===== src/rtl/hdlc_mon_pkg.sv =====
// Shared lane-state encoding, HDLC octet patterns and next-state helper for the Rx monitor.
package hdlc_mon_pkg;

    typedef enum logic [1:0] {
        ST_HUNT  = 2'd0,
        ST_IDLE  = 2'd1,
        ST_FRAME = 2'd2
    } chState_t;

    localparam logic [7:0] FLAG  = 8'h7E;
    localparam logic [7:0] ABORT = 8'h7F;
    localparam logic [7:0] IDLE  = 8'hFF;

    localparam logic [3:0] FILL_FULL = 4'd8;

    // The three patterns are mutually exclusive, so priority only matters for readability.
    function automatic chState_t nextState(
        input chState_t cur,
        input logic     isFlag,
        input logic     isAbort,
        input logic     isIdle
    );
        chState_t nxt;
        nxt = cur;
        if (isFlag) begin
            nxt = ST_FRAME;
        end else if (isAbort) begin
            nxt = ST_HUNT;
        end else if (isIdle && (cur != ST_IDLE)) begin
            nxt = ST_IDLE;
        end
        return nxt;
    endfunction

endpackage


===== src/rtl/hdlc_mon_chan.sv =====
// One monitored HDLC Rx lane: octet window, state tracking, frame count and error pulses.
// HDLC_MON_STRICT_EN additionally flags Rx_FlagDetect strobes that arrive with no flag due.
module hdlc_mon_chan
    import hdlc_mon_pkg::*;
#(
    parameter int FLAG_LATENCY = 2
) (
    input  logic       Clk,
    input  logic       Rst,
    input  logic       Rx,
    input  logic       Rx_FlagDetect,
    input  logic       Rx_AbortDetect,
    input  logic       Rx_ValidFrame,
    input  logic       Rx_AbortSignal,
    output logic [1:0] ChState,
    output logic       Err_Flag,
    output logic       Err_Abort,
    output logic [7:0] FrameCnt
);

    logic [7:0]              sr_p0;
    logic [3:0]              fill_p0;
    chState_t                state_p0;
    logic [FLAG_LATENCY-1:0] flagVld_p;
    logic                    abortVld_p1;

    logic [7:0] srNext;
    logic [3:0] fillNext;
    logic       armed;
    logic       isFlag;
    logic       isAbort;
    logic       isIdle;
    logic       flagDue;
    logic       flagErr;
    logic       abortErr;

    // Detection looks at the window including the bit on Rx this cycle, so a flag
    // is "detected" in the cycle its last bit is presented.
    always_comb begin
        srNext   = {sr_p0[6:0], Rx};
        fillNext = (fill_p0 == FILL_FULL) ? FILL_FULL : fill_p0 + 4'd1;
        armed    = (fillNext == FILL_FULL);
        isFlag   = armed && (srNext == FLAG);
        isAbort  = armed && (srNext == ABORT);
        isIdle   = armed && (srNext == IDLE);
        flagDue  = flagVld_p[FLAG_LATENCY-1];
`ifdef HDLC_MON_STRICT_EN
        flagErr  = flagDue ? !Rx_FlagDetect : Rx_FlagDetect;
`else
        flagErr  = flagDue && !Rx_FlagDetect;
`endif
        abortErr = abortVld_p1 && !Rx_AbortSignal;
    end

    always_ff @(posedge Clk or posedge Rst) begin
        if (Rst) begin
            sr_p0       <= IDLE;
            fill_p0     <= '0;
            state_p0    <= ST_HUNT;
            flagVld_p   <= '0;
            abortVld_p1 <= 1'b0;
            FrameCnt    <= '0;
            Err_Flag    <= 1'b0;
            Err_Abort   <= 1'b0;
        end else begin
            sr_p0    <= srNext;
            fill_p0  <= fillNext;
            state_p0 <= nextState(state_p0, isFlag, isAbort, isIdle);
            if (isFlag && (state_p0 == ST_FRAME)) begin
                FrameCnt <= FrameCnt + 8'd1;
            end
            // Each flag rides its own slot, so closely spaced flags are checked independently.
            flagVld_p[0] <= isFlag;
            for (int k = 1; k < FLAG_LATENCY; k++) begin
                flagVld_p[k] <= flagVld_p[k-1];
            end
            abortVld_p1 <= Rx_ValidFrame && Rx_AbortDetect;
            Err_Flag    <= flagErr;
            Err_Abort   <= abortErr;
        end
    end

    assign ChState = state_p0;

endmodule


===== src/rtl/hdlc_rx_monitor.sv =====
// Multi-lane HDLC Rx checker: one hdlc_mon_chan per lane plus a shared saturating error counter.
// Optional build macro HDLC_MON_STRICT_EN (see hdlc_mon_chan) also reports spurious flag strobes.
module hdlc_rx_monitor
    import hdlc_mon_pkg::*;
#(
    parameter int CHANNELS     = 1,
    parameter int FLAG_LATENCY = 2,
    parameter int ERR_CNT_W    = 16
) (
    input  logic                  Clk,
    input  logic                  Rst,
    input  logic [CHANNELS-1:0]   Rx,
    input  logic [CHANNELS-1:0]   Rx_FlagDetect,
    input  logic [CHANNELS-1:0]   Rx_AbortDetect,
    input  logic [CHANNELS-1:0]   Rx_ValidFrame,
    input  logic [CHANNELS-1:0]   Rx_AbortSignal,
    input  logic                  ErrClr,
    output logic [2*CHANNELS-1:0] ChState,
    output logic [CHANNELS-1:0]   Err_Flag,
    output logic [CHANNELS-1:0]   Err_Abort,
    output logic [8*CHANNELS-1:0] FrameCnt,
    output logic [ERR_CNT_W-1:0]  ErrCnt
);

    localparam int POP_W = $clog2(2*CHANNELS + 1);
    localparam int SUM_W = ((ERR_CNT_W > POP_W) ? ERR_CNT_W : POP_W) + 1;
    localparam logic [SUM_W-1:0] CNT_MAX = {{(SUM_W-ERR_CNT_W){1'b0}}, {ERR_CNT_W{1'b1}}};

    if ((CHANNELS < 1) || (CHANNELS > 8)) begin : gBadChannels
        $error("hdlc_rx_monitor: CHANNELS must be 1..8");
    end
    if ((FLAG_LATENCY < 1) || (FLAG_LATENCY > 7)) begin : gBadLatency
        $error("hdlc_rx_monitor: FLAG_LATENCY must be 1..7");
    end
    if (ERR_CNT_W < 1) begin : gBadCntW
        $error("hdlc_rx_monitor: ERR_CNT_W must be at least 1");
    end

    function automatic logic [POP_W-1:0] popCount(input logic [2*CHANNELS-1:0] v);
        logic [POP_W-1:0] cnt;
        cnt = '0;
        for (int k = 0; k < 2*CHANNELS; k++) begin
            cnt = cnt + POP_W'(v[k]);
        end
        return cnt;
    endfunction

    function automatic logic [ERR_CNT_W-1:0] satLoad(input logic [SUM_W-1:0] s);
        return (s > CNT_MAX) ? CNT_MAX[ERR_CNT_W-1:0] : s[ERR_CNT_W-1:0];
    endfunction

    logic [POP_W-1:0] errPop;

    for (genvar i = 0; i < CHANNELS; i++) begin : gLane
        hdlc_mon_chan #(
            .FLAG_LATENCY(FLAG_LATENCY)
        ) uChan (
            .Clk           (Clk),
            .Rst           (Rst),
            .Rx            (Rx[i]),
            .Rx_FlagDetect (Rx_FlagDetect[i]),
            .Rx_AbortDetect(Rx_AbortDetect[i]),
            .Rx_ValidFrame (Rx_ValidFrame[i]),
            .Rx_AbortSignal(Rx_AbortSignal[i]),
            .ChState       (ChState[2*i+1:2*i]),
            .Err_Flag      (Err_Flag[i]),
            .Err_Abort     (Err_Abort[i]),
            .FrameCnt      (FrameCnt[8*i+7:8*i])
        );
    end

    assign errPop = popCount({Err_Abort, Err_Flag});

    // A clear still counts the errors landing in the same cycle.
    always_ff @(posedge Clk or posedge Rst) begin
        if (Rst) begin
            ErrCnt <= '0;
        end else if (ErrClr) begin
            ErrCnt <= satLoad(SUM_W'(errPop));
        end else begin
            ErrCnt <= satLoad(SUM_W'(ErrCnt) + SUM_W'(errPop));
        end
    end

endmodule


===== config.mk =====
export PLATFORM = sky130hd
export DESIGN_NAME = hdlc_rx_monitor
export DESIGN_NICKNAME = d
export VERILOG_FILES = /design/src/rtl/hdlc_mon_pkg.sv /design/src/rtl/hdlc_mon_chan.sv /design/src/rtl/hdlc_rx_monitor.sv
export SDC_FILE = /design/constraint.sdc
export NUM_CORES = 1
export LEC_CHECK = 0
export CAP_MARGIN = 20
export CELL_PAD_IN_SITES_DETAIL_PLACEMENT = 0
export CELL_PAD_IN_SITES_GLOBAL_PLACEMENT = 1
export CORE_UTILIZATION = 38
export CTS_CLUSTER_SIZE = 25
export DETAILED_ROUTE_END_ITERATION = 16
export PLACE_DENSITY = 0.72
export SLEW_MARGIN = 20
export SYNTH_ARGS = -nofsm -noshare
export SYNTH_HDL_FRONTEND = slang
export SYNTH_SLANG_ARGS = --single-unit

===== constraint.sdc =====
create_clock -name Clk -period 3.2 [get_ports Clk]
set_input_delay 0.48 -clock Clk [delete_from_list [all_inputs] [get_ports Clk]]
set_output_delay 0.48 -clock Clk [all_outputs]
set_load 0.03 [all_outputs]

# --- Yosys cells after proc, flatten, opt, wreduce, memory -nomap -nowiden ---
# Cells that the tools add are included.
word_totals:
  ff_bits: 42
  inputBits: 8
  elab_cells: 38
op_classes:
  add_sub_neg: 4
  n_lt_le_gt_ge: 1
  n_eq_ne: 7
  mux: 6
  reduce_logical: 11
ops:
  columns: ["op", "count"]
  rows:
  - ["$mux 16", 2]
  - ["$add 16x2->17", 1]
  - ["$gt 17x16->1 const B", 1]
  - ["$eq 8x7->1 const B", 2]
  - ["$add 8x1->8 const B", 1]
  - ["$eq 4x4->1 const B", 2]
  - ["$eq 8x8->1 const B", 1]
  - ["$logic_and 1x1->1", 8]
  - ["$mux 2", 3]
  - ["$add 4x1->4 const B", 1]
  - ["$mux 4", 1]
  - ["$reduce_bool 3->1", 1]
  - ["$add 1x1->2", 1]
  - ["$eq 2x2->1 const B", 1]
  - ["$logic_not 1->1", 2]
  - ["$ne 2x1->1 const B", 1]

# --- Longest topological paths before layout ---
logic_depth:
  word_depth: 8
  ltp_mapped: 7

# --- Cells and area by module ---
# A second synthesis with hierarchy kept.
hier_totals:
  cells_unflattened: 161
  area_unflattened_um2: 1921.8
by_module_without_submodules:
  columns: ["module", "instances", "cells_per_inst", "area_per_inst_um2", "seq_area_each_um2"]
  rows:
  - ["hdlc_mon_chan", 1, 75, 1022.2, 659.4]
  - ["hdlc_rx_monitor", 1, 86, 899.6, 400.4]

# --- Worst setup path after synthesis ---
# Ideal clock, no wire load.
synth_path:
  path_kind: "reg-to-reg"
  start: "reg gLane[0].uChan.Err_Flag"
  end: "reg ErrCnt[10]"
  setup_time_ns: 0.078
  arrival_ns: 2.360
  path_slack_ns: 0.762
  stages_incl_launch_ff: 8
  synth_period_minus_slack_ns: 2.438
  cell_sequence: "dfrtp_1 ha_1 ha_1 fa_1 nand4_1 or4_1 clkbuf_1 a21oi_1"
synth_via:
  elab_chain_cells: 5
synth_rtl:
  columns: ["item", "line_no", "source"]
  rows:
  - ["start: declaration", "hdlc_mon_chan.sv:16", "output logic Err_Flag,"]
  - ["start signal: assignment", "hdlc_mon_chan.sv:78", "Err_Flag <= flagErr;"]
  - ["$add 1x1->2 (*)", "hdlc_rx_monitor.sv:43", "cnt = cnt + POP_W'(v[k]);"]
  - ["$add 16x2->17 (*)", "hdlc_rx_monitor.sv:81", "ErrCnt <= satLoad(SUM_W'(ErrCnt) + SUM_W'(errPop));"]
  - ["$gt 17x16->1", "hdlc_rx_monitor.sv:49", "return (s > CNT_MAX) ? CNT_MAX[ERR_CNT_W-1:0] : s[ERR_CNT_W-1:0];"]
  - ["$mux 16 (*)", "hdlc_rx_monitor.sv:49", null]
  - ["$mux 16 (*)", "hdlc_rx_monitor.sv:78", "end else if (ErrClr) begin"]
  - ["end signal: assignment", "hdlc_rx_monitor.sv:79", "ErrCnt <= satLoad(SUM_W'(errPop));"]
  - ["end signal: assignment", "hdlc_rx_monitor.sv:81", null]
  - ["end: declaration", "hdlc_rx_monitor.sv:22", "output logic [ERR_CNT_W-1:0] ErrCnt"]
# Every way passes the cells marked *; elsewhere a longest branch is shown, timed or not.
# A chain may end at the register's enable or synchronous reset.

# --- Worst setup path in the final report ---
layout_path:
  start: "reg gLane[0].uChan.Err_Flag"
  end: "reg ErrCnt[6]"
# The elaborated chain is that of the path after synthesis.

==> impl_metrics.toml <==
[synthesis]
ys_warn_count = 0
syn_area_um2 = 1950
synthDistinctLibCells = 41
synthCells = 169
yosys.area.top_type = "dfrtp_1"
syn_nets = 184
syn_avg_cell_area_um2 = 11.5
synth_area_leaders = "dfrtp_1 (45%), dfstp_2 (9.4%), xnor2_1 (4.0%)"
netlist.area_leader.share = 0.449
ys_ff_latch = 42
ys_seq_area_frac = 0.543

[power]
cellLeakagePower_nw = 1.02
peakVddDrop_v = 0.000300
pwr_density_cell_nw_per_um2 = 423

[timing]
max_freq_mhz = 389
worstMarginPinSlew_ps = 903
rsz0062_at_grt = "false"
setup_viol = 0
max_slew_margin = 0.396
hold_viol = 0
finalSetupTns_ps = 0
min_period_ps = 2570
fin_skew_ps = 9.17
finalCritPeriodShare = 0.804
report.final.slew_viol_count = 0

[worst_setup_path]
cp.arrival_ps = 2770
critical_path_required_ps = 3400
end_kind = "register"
critical_path_class = "register to register"
crit_fanout = 13
crit_path_start_kind = "register"

[finish]
antenna-diode-count = 0
drive_gt1_frac = 0.105
nFillCells = 434
final_cell_mix = "dfrtp_1 (35), clkdlybuf4s50_1 (35), a21oi_1 (15), nand2_1 (9), xnor2_1 (9)"
final_util = 0.516
nets = 223
syn2layout_area_growth_pct = 27.5

[run]
drv_cap = 0

[clock_tree]
clkLatencyLatePin_ps = 290
numCtsBuffers = 5
cts_tree = "done"
cts_max_level = 2
clock-sinks = 42
cts_max_path_buffers = 2
cts_root_buf = "clkbuf_8"
cts-hold-fix-buffers = 0
clk_transition_reported_paths_ps = 80
cts_resized = 0
post_cts_buffers = 0

[die]
die_h_um = 73.6
initial_core_util = 0.405
die-area_um2 = 5420
fp.dieW_um = 73.6
core_um2 = 4820
io_pins = 36
num_rows = 25

[grt]
grt_usage = 0.160
grt-busiest-layer = "met2"
antenna_found_initial = 0
use_met3 = 0.0466
grt_max_degree = 43
grt.overflow.total = 0
grt_pass1_vias = 1356
gr-usage-met1 = 0.210
use_met2 = 0.236
grt_pass1_wl_mm = 6.38

[place]
io_buffers = 35
dp_hpwl_mm = 2.78
place_congestion = 0.786

[routing]
via_per_inst = 5.21
wl_mm = 3.97
first_iter_violations = 96
final_antenna_net_count = 0
num_vias = 1437
dr.pass1.iters = 4
wl_per_cell_um = 14.4
drcViolationCount = 0

[min_path]
hold_class = "register to register"

[outcome]
status = "completed"
[layout make-up]
type	instances	area (um2)	share of cell area
sequential	42	1060	0.426
multi-input combinational	116	850	0.342
timing repair buffer	36	358	0.144
tap	67	83.8	0.0337
clock buffer	6	72.6	0.0292
clock inverter	2	37.5	0.0151
inverter	7	26.3	0.0106
[kinds of logic after synthesis]
group,Yosys count,synth area share
AND/OR/NAND/NOR,57,0.158
flip-flops,42,0.543
AO/OA/AOI/OAI,32,0.135
XOR/XNOR,17,0.0763
buffers and inverters,11,0.0212
adder cells (fa/ha/maj),7,0.0487
multiplexers,3,0.0167
[metal layers]
layer  vias up  share of wire  routed length (um)
li1        691              -                   -
met1       701           0.47                1880
met2        37           0.46                1840
met3         8          0.043                 170
met4         0          0.019                  74
met5         -              0                   0
[worst paths after layout]
| check | slack, ps | from | cells after the start | to |
|---|---|---|---|---|
| worst min register to register | 350 | gLane[0].uChan.flagVld_p[0]$_DFF_PP0_ | 0 | gLane[0].uChan.flagVld_p[1]$_DFF_PP0_ |
| worst min-delay path | 350 | gLane[0].uChan.flagVld_p[0]$_DFF_PP0_ | 0 | gLane[0].uChan.flagVld_p[1]$_DFF_PP0_ |
| worst max register to register | 630 | gLane[0].uChan.Err_Flag$_DFF_PP0_ | 6 | ErrCnt[6]$_DFF_PP0_ |
| min in group asynchronous | 610 | Rst | 3 | gLane[0].uChan.Err_Flag$_DFF_PP0_ |
| worst max-delay path | 630 | gLane[0].uChan.Err_Flag$_DFF_PP0_ | 6 | ErrCnt[6]$_DFF_PP0_ |
| max in group asynchronous | 2210 | Rst | 3 | gLane[0].uChan.sr_p0[1]$_DFF_PP1_ |
[power by group]
| group | switching (mW) | total, mW | internal (mW) |
|---|---|---|---|
| Combinational | 0.0456 | 0.0783 | 0.0327 |
| Sequential | 0.0102 | 0.557 | 0.547 |
| Clock | 0.184 | 0.417 | 0.233 |
| Total | 0.240 | 1.05 | 0.813 |
[sequential cells by signal, indices dropped and copies added, names as in the netlist]
| signal | flops |
|---|---|
| gLane.uChan.sr_p0 | 7 |
| gLane.uChan.abortVld_p1 | 1 |
| ErrCnt | 16 |
| gLane.uChan.ChState | 2 |
| gLane.uChan.FrameCnt | 8 |
| gLane.uChan.fill_p0 | 4 |
| gLane.uChan.flagVld_p | 2 |
| gLane.uChan.Err_Abort | 1 |
| gLane.uChan.Err_Flag | 1 |
[critical path, stage by stage (launching register included)]
cell	delay [ps]
dfrtp_1	390
ha_1	300
ha_1	190
fa_1	260
nand4_1	250
or4_1	840
a21oi_1	240
[cells in the mapped netlist]
| master | number |
|---|---|
| xor2_1 | 8 |
| a31oi_1 | 1 |
| a21oi_1 | 15 |
| a2111oi_2 | 1 |
| nand3_1 | 5 |
| fa_1 | 1 |
| nor3b_1 | 1 |
| a2111oi_0 | 1 |
| a2111oi_1 | 4 |
| xnor2_1 | 9 |
| o21ba_2 | 1 |
| dfrtp_1 | 35 |
| and4_1 | 1 |
| a41o_1 | 1 |
| or3_1 | 1 |
| or4_1 | 2 |
| a31o_2 | 1 |
| inv_1 | 7 |
| o21ai_0 | 1 |
| nor2b_1 | 7 |
| clkbuf_1 | 2 |
| or2_2 | 1 |
| nor2_1 | 7 |
| a2111o_4 | 1 |
| a2111o_1 | 1 |
| buf_1 | 2 |
| nor3_1 | 6 |
| a211oi_1 | 2 |
| nand4_1 | 8 |
| o21ba_1 | 1 |
| and2_1 | 2 |
| nand2b_1 | 2 |
| dfstp_2 | 7 |
| nand2_1 | 9 |
| and3_1 | 2 |
| mux2_2 | 1 |
| a2111oi_4 | 1 |
| mux2i_1 | 1 |
| nor4_1 | 3 |
| ha_1 | 6 |
| mux2_1 | 1 |
[per-stage QoR]
step | setup slack [ps] | power [mW] | hold slack (ps) | instance area, um2 | std cells
floorplan | 762 | 0.611 | 331 | 1950 | 169
global placement | 644 | 0.646 | 338 | 2380 | 268
detailed placement | 629 | 0.647 | 339 | 2380 | 268
CTS | 610 | 1.07 | 358 | 2490 | 276
global route | 467 | 1.09 | 364 | 2490 | 276
finish | 628 | 1.05 | 355 | 2490 | 276
Note: power is estimated with default switching activity, not from simulation.
==> RTL edit 1: new RTL, config.mk and constraints unchanged <==
The option `HDLC_MON_STRICT_EN` is turned on by a define.
--- a/src/rtl/hdlc_mon_chan.sv
+++ b/src/rtl/hdlc_mon_chan.sv
@@ -1,5 +1,7 @@
 // One monitored HDLC Rx lane: octet window, state tracking, frame count and error pulses.
 // HDLC_MON_STRICT_EN additionally flags Rx_FlagDetect strobes that arrive with no flag due.
+`define HDLC_MON_STRICT_EN
+
 module hdlc_mon_chan
     import hdlc_mon_pkg::*;
 #(
Check against the original RTL: not equivalent (Yosys sat finds a counterexample within 4 cycles, from zero or initial values and one cycle with Rst high).
==> RTL edit 1 against the original RTL <==
- clock power is 18% lower
- routed wire length decreased by 2.3%
- area after synthesis increased by 0.13%
- core utilization down 0.67 points
- total power down 3.0%
- synthesized cell count did not move
- sequential cell count stayed put
- cell area fell by 0.65%
- sequential power rose by 1%
- first-iteration DRC count down 27%
- critical path depth stayed put
- worst setup slack better by 0.053 ns
- largest cell class unchanged
- largest power group unchanged
==> RTL edit 1: results (changes against the original RTL) <==
## Synth
* adder-cell share of the synthesized area: 4.87%, -0.0062 points
* list of most frequent post-synthesis cells: sky130_fd_sc_hd__dfrtp_1, sky130_fd_sc_hd__a21oi_1, sky130_fd_sc_hd__nand2_1, sky130_fd_sc_hd__xnor2_1, sky130_fd_sc_hd__xor2_1
* synthesized-area fraction occupied by ao, oa, aoi and oai cells: 13.5%, -0.017 points
* Mapped Cells: 169, unchanged
* sequential cell area fraction in the yosys report: 54.3%, -0.070 points
* mux share of post-synthesis cell area: 1.67%, -0.0021 points
* XOR/XNOR Fraction of Synth Area: 8.07%, +0.44 points
* asr flop ratio synth: 100%, unchanged
* synth top area cells: sky130_fd_sc_hd__dfrtp_1, sky130_fd_sc_hd__dfstp_2, sky130_fd_sc_hd__xnor2_1

## STA
* final critical-path share of the clock period: 78.7%, -1.7 points
* worst clock skew: 0.00594 ns, -0.00323 ns
* max-slew violation total from the final report: 0, unchanged
* max_slew headroom: 41.0%, +1.4 points
* Fin Hold WS: 0.358 ns, +0.00263 ns

## Place
* sum of net half-perimeters after detailed placement: 2.74 mm, -1.4%
* Placement Cell Area: 2380 um2, +0.11%
* DP Cell Count: 268, unchanged
* global placement routability congestion: 0.752, -4.3%
* worst setup timing slack at the placement stage: 0.603 ns, -0.0254 ns

## Global route
* total routing resource utilization after global routing: 15.9%, -0.12 points
* first-pass GRT wire length: 6.51 mm, +1.9%
* maximum number of pins on one net before global-route repair: 43, unchanged
* number of antenna violations at the first check in global routing: 0, unchanged

## Critical path
* register-to-register path setup slack: 0.68 ns, +0.05 ns
* Worst path slowest cell: sky130_fd_sc_hd__or4_1

## CTS
* CTS root buf: sky130_fd_sc_hd__clkbuf_8
* CTS Buf Count: 5, unchanged

## Cells and area
* NumNets Final: 223, unchanged
* number of filler instances in the final layout: 436, +0.46%
* largest registers: ErrCnt x16, gLane.uChan.FrameCnt x8, gLane.uChan.sr_p0 x7
* Layout Area Growth over Synthesis: 26.5%

## Status
* run status: complete, no violations

## Power
* Lkg Pwr: 1.01 nW, -0.61%
* worst IR drop on VDD: 0.281 mV, -6.3%

## Routing
* Post-Route WL: 3.88 mm, -2.3%
* 1st-iter DRT viols: 70, -27%
* overall via count from detail_route: 1407, -2.1%
* Via-to-Cell Ratio: 5.10, -2.1%

## Worst hold path
* path class of the lowest-slack min-delay path: reg2reg

-- RTL edit 1: cell types whose count changed in the layout (fill, tap and decap cells not counted) --
cell                         before  now
sky130_fd_sc_hd__clkinvlp_4       1    0
sky130_fd_sc_hd__bufinv_16        1    0
sky130_fd_sc_hd__clkinv_2         0    1
sky130_fd_sc_hd__clkbuf_8         5    6
sky130_fd_sc_hd__xor2_1           8    9
sky130_fd_sc_hd__nor2b_1          7    6
-- RTL edit 1: kinds of logic (layout without fill, tap and decap cells) --
family | Yosys count | after routing
multiplexers | 3 | 3
AND/OR/NAND/NOR | 56 | 56
adder cells (fa/ha/maj) | 7 | 7
buffers and inverters | 11 | 51
flip-flops | 42 | 42
XOR/XNOR | 18 | 18
AO/OA/AOI/OAI | 32 | 32
-- RTL edit 1: worst reg2reg max path, delay by kind of cell, from the launching register on --
family | cells | cell delay [ns]
AO/OA/AOI/OAI | 1 | 0.23
adder cells (fa/ha/maj) | 3 | 0.74
flip-flops | 1 | 0.38
AND/OR/NAND/NOR | 2 | 1.09
-- RTL edit 1: path summary, 6_finish.rpt --
path / from / end / cells past startpoint
min: gLane[0].uChan.flagVld_p[0] / gLane[0].uChan.flagVld_p[1] / 0
min reg2reg: gLane[0].uChan.flagVld_p[0] / gLane[0].uChan.flagVld_p[1] / 0
max: gLane[0].uChan.Err_Flag / ErrCnt[7] / 6
max in group asynchronous: Rst / gLane[0].uChan.sr_p0[0] / 3
min in group asynchronous: Rst / ErrCnt[9] / 3
max reg2reg: gLane[0].uChan.Err_Flag / ErrCnt[7] / 6
-- RTL edit 1: area by class of cell --
type                            instances  share of cell area, %
Sequential cell                        42                   42.9
Multi-Input combinational cell        116                   34.5
Timing Repair Buffer                   36                   14.5
Clock buffer                            7                   3.49
Tap cell                               67                   3.39
Inverter                                7                   1.06
Clock inverter                          1                  0.203
-- RTL edit 1: routing by layer --
| metal | part of all wire, % | track usage (%) | vias to the layer above |
|---|---|---|---|
| li1 | - | - | 693 |
| met1 | 46 | 21.7 | 682 |
| met2 | 49 | 24.9 | 28 |
| met3 | 3.6 | 3.43 | 4 |
| met4 | 0.85 | 5.56 | 0 |
| met5 | 0 | 0 | - |
-- RTL edit 1: report_power, final --
| part | switching, mW | internal [mW] |
|---|---|---|
| combinational | 0.0655 | 0.0478 |
| sequential | 0.0142 | 0.551 |
| clock | 0.169 | 0.174 |
==> RTL edit 2: new RTL, config.mk and constraints unchanged <==
Made on the original files. Register the input `Rx` before use, without a reset. The logic sees it one clock later. The other inputs are not delayed to match. Comments in the files are not updated.
--- a/src/rtl/hdlc_rx_monitor.sv
+++ b/src/rtl/hdlc_rx_monitor.sv
@@ -25,6 +25,12 @@
     localparam int POP_W = $clog2(2*CHANNELS + 1);
     localparam int SUM_W = ((ERR_CNT_W > POP_W) ? ERR_CNT_W : POP_W) + 1;
     localparam logic [SUM_W-1:0] CNT_MAX = {{(SUM_W-ERR_CNT_W){1'b0}}, {ERR_CNT_W{1'b1}}};
+
+    logic [CHANNELS-1:0] Rx_q;
+
+    always_ff @(posedge Clk) begin
+        Rx_q <= Rx;
+    end
 
     if ((CHANNELS < 1) || (CHANNELS > 8)) begin : gBadChannels
         $error("hdlc_rx_monitor: CHANNELS must be 1..8");
@@ -57,7 +63,7 @@
         ) uChan (
             .Clk           (Clk),
             .Rst           (Rst),
-            .Rx            (Rx[i]),
+            .Rx            (Rx_q[i]),
             .Rx_FlagDetect (Rx_FlagDetect[i]),
             .Rx_AbortDetect(Rx_AbortDetect[i]),
             .Rx_ValidFrame (Rx_ValidFrame[i]),
Behaviour: not the same (Yosys sat finds a counterexample within 10 cycles, from zero or initial values and one cycle with Rst high).
==> RTL edit 2 against the original RTL <==
- routed wire length fell by 2.6%
- sequential cell count rose by 1
- sequential power rose by 2%
- total power rose by 7.6%
- sequential share of layout area rose by 0.075 points
- area after synthesis rose by 1.0%
- cell area rose by 1.7%
- critical path depth did not move
- worst setup slack improved by 0.048 ns
- global-route usage fell by 0.47 points
- hold slack got worse by 0.020 ns
- combinational power fell by 0.9%
==> RTL edit 2: results (changes against the original RTL) <==
## Status
* run status: complete, no violations

## Place
* sum of net half-perimeters after detailed placement: 2.80 mm, +0.55%
* worst setup timing slack at the placement stage: 0.649 ns, +0.0207 ns
* Placement Cell Area: 2400 um2, +0.84%
* DP Cell Count: 269, +0.37%

## Routing
* overall via count from detail_route: 1421, -1.1%
* Post-Route WL: 3.86 mm, -2.6%

## Synth
* synth top area cells: sky130_fd_sc_hd__dfrtp_1, sky130_fd_sc_hd__dfstp_2, sky130_fd_sc_hd__xnor2_1
* flops & latches, synth: 43, +2.4%
* Mapped Cells: 170, +0.59%
* sequential cell area fraction in the yosys report: 54.8%, +0.46 points
* asr flop ratio synth: 97.7%, -2.3 points
* Cell variety after synth: 42, +2.4%
* syn_nets: 185, +0.54%

## STA
* slew of the pin with the lowest slew margin: 0.905 ns, +0.00248 ns

## Critical path
* data arrival at the endpoint of the critical path: 2.73 ns, -0.04 ns
* delay of the slowest cell on the worst path: 0.82 ns, -0.02 ns

## Cells and area
* number of filler instances in the final layout: 447, +3.0%
* signal buffers share of area: 14.1%, -0.24 points
* Clock-cell share: 5.24%, +0.82 points
* count of placed standard cells in the final layout, fillers left out: 277, +0.36%
* multi-input gate share of total cell area: 33.6%, -0.57 points
* fraction of area in registers: 42.7%, +0.075 points
* NumNets Final: 224, +0.45%
* fraction of layout instances using a drive strength above 1: 10.5%, -0.050 points

## Global route
* total routing resource utilization after global routing: 15.5%, -0.47 points
* first-pass GRT wire length: 6.42 mm, +0.55%

## Power
* Lkg Pwr: 1.04 nW, +2.3%

-- RTL edit 2: changes by cell type after synthesis --
cell | unedited run | this run
sky130_fd_sc_hd__dfxtp_1 | 0 | 1
-- RTL edit 2: worst reg2reg max path, delay by kind of cell, from the launching register on --
family,cells,cell delay (ns)
AOI/OAI and AO/OA,1,0.23
adders and majority gates,3,0.75
DFF,1,0.39
and+or+nand+nor,2,1.06
-- RTL edit 2: cells by family (layout without fill, tap and decap cells) --
family	count (synthesis)	in the layout	synth area share (%)
compound gates	32	32	13.4
xor+xnor	17	17	7.56
fa+ha+maj	7	7	4.83
buf+inv	11	51	2.10
flops	43	43	54.8
mux	3	3	1.65
simple gates	57	57	15.7
-- RTL edit 2: metal layers --
layer  GRT usage [%]  wire (um)  share of wire (%)
met5               0          0                  0
met4            5.13         33               0.85
met3            3.66        200                5.2
met2            25.8       1900                 49
met1            20.1       1740                 45
-- RTL edit 2: report_power, final --
part,internal [mW],total [mW],switching (mW)
logic,0.0324,0.0776,0.0452
clock network,0.312,0.485,0.173
registers,0.560,0.570,0.00961
-- RTL edit 2: worst paths after layout --
check                                        start                    endpoint  slack (ns)
setup / recovery           gLane[0].uChan.Err_Flag                   ErrCnt[2]        0.68
hold / removal                                Rx_q     gLane[0].uChan.sr_p0[0]        0.34
setup reg to reg           gLane[0].uChan.Err_Flag                   ErrCnt[2]        0.68
hold reg to reg                               Rx_q     gLane[0].uChan.sr_p0[0]        0.34
max in group asynchronous                      Rst     gLane[0].uChan.sr_p0[2]        2.21
min in group asynchronous                      Rst  gLane[0].uChan.abortVld_p1        0.60
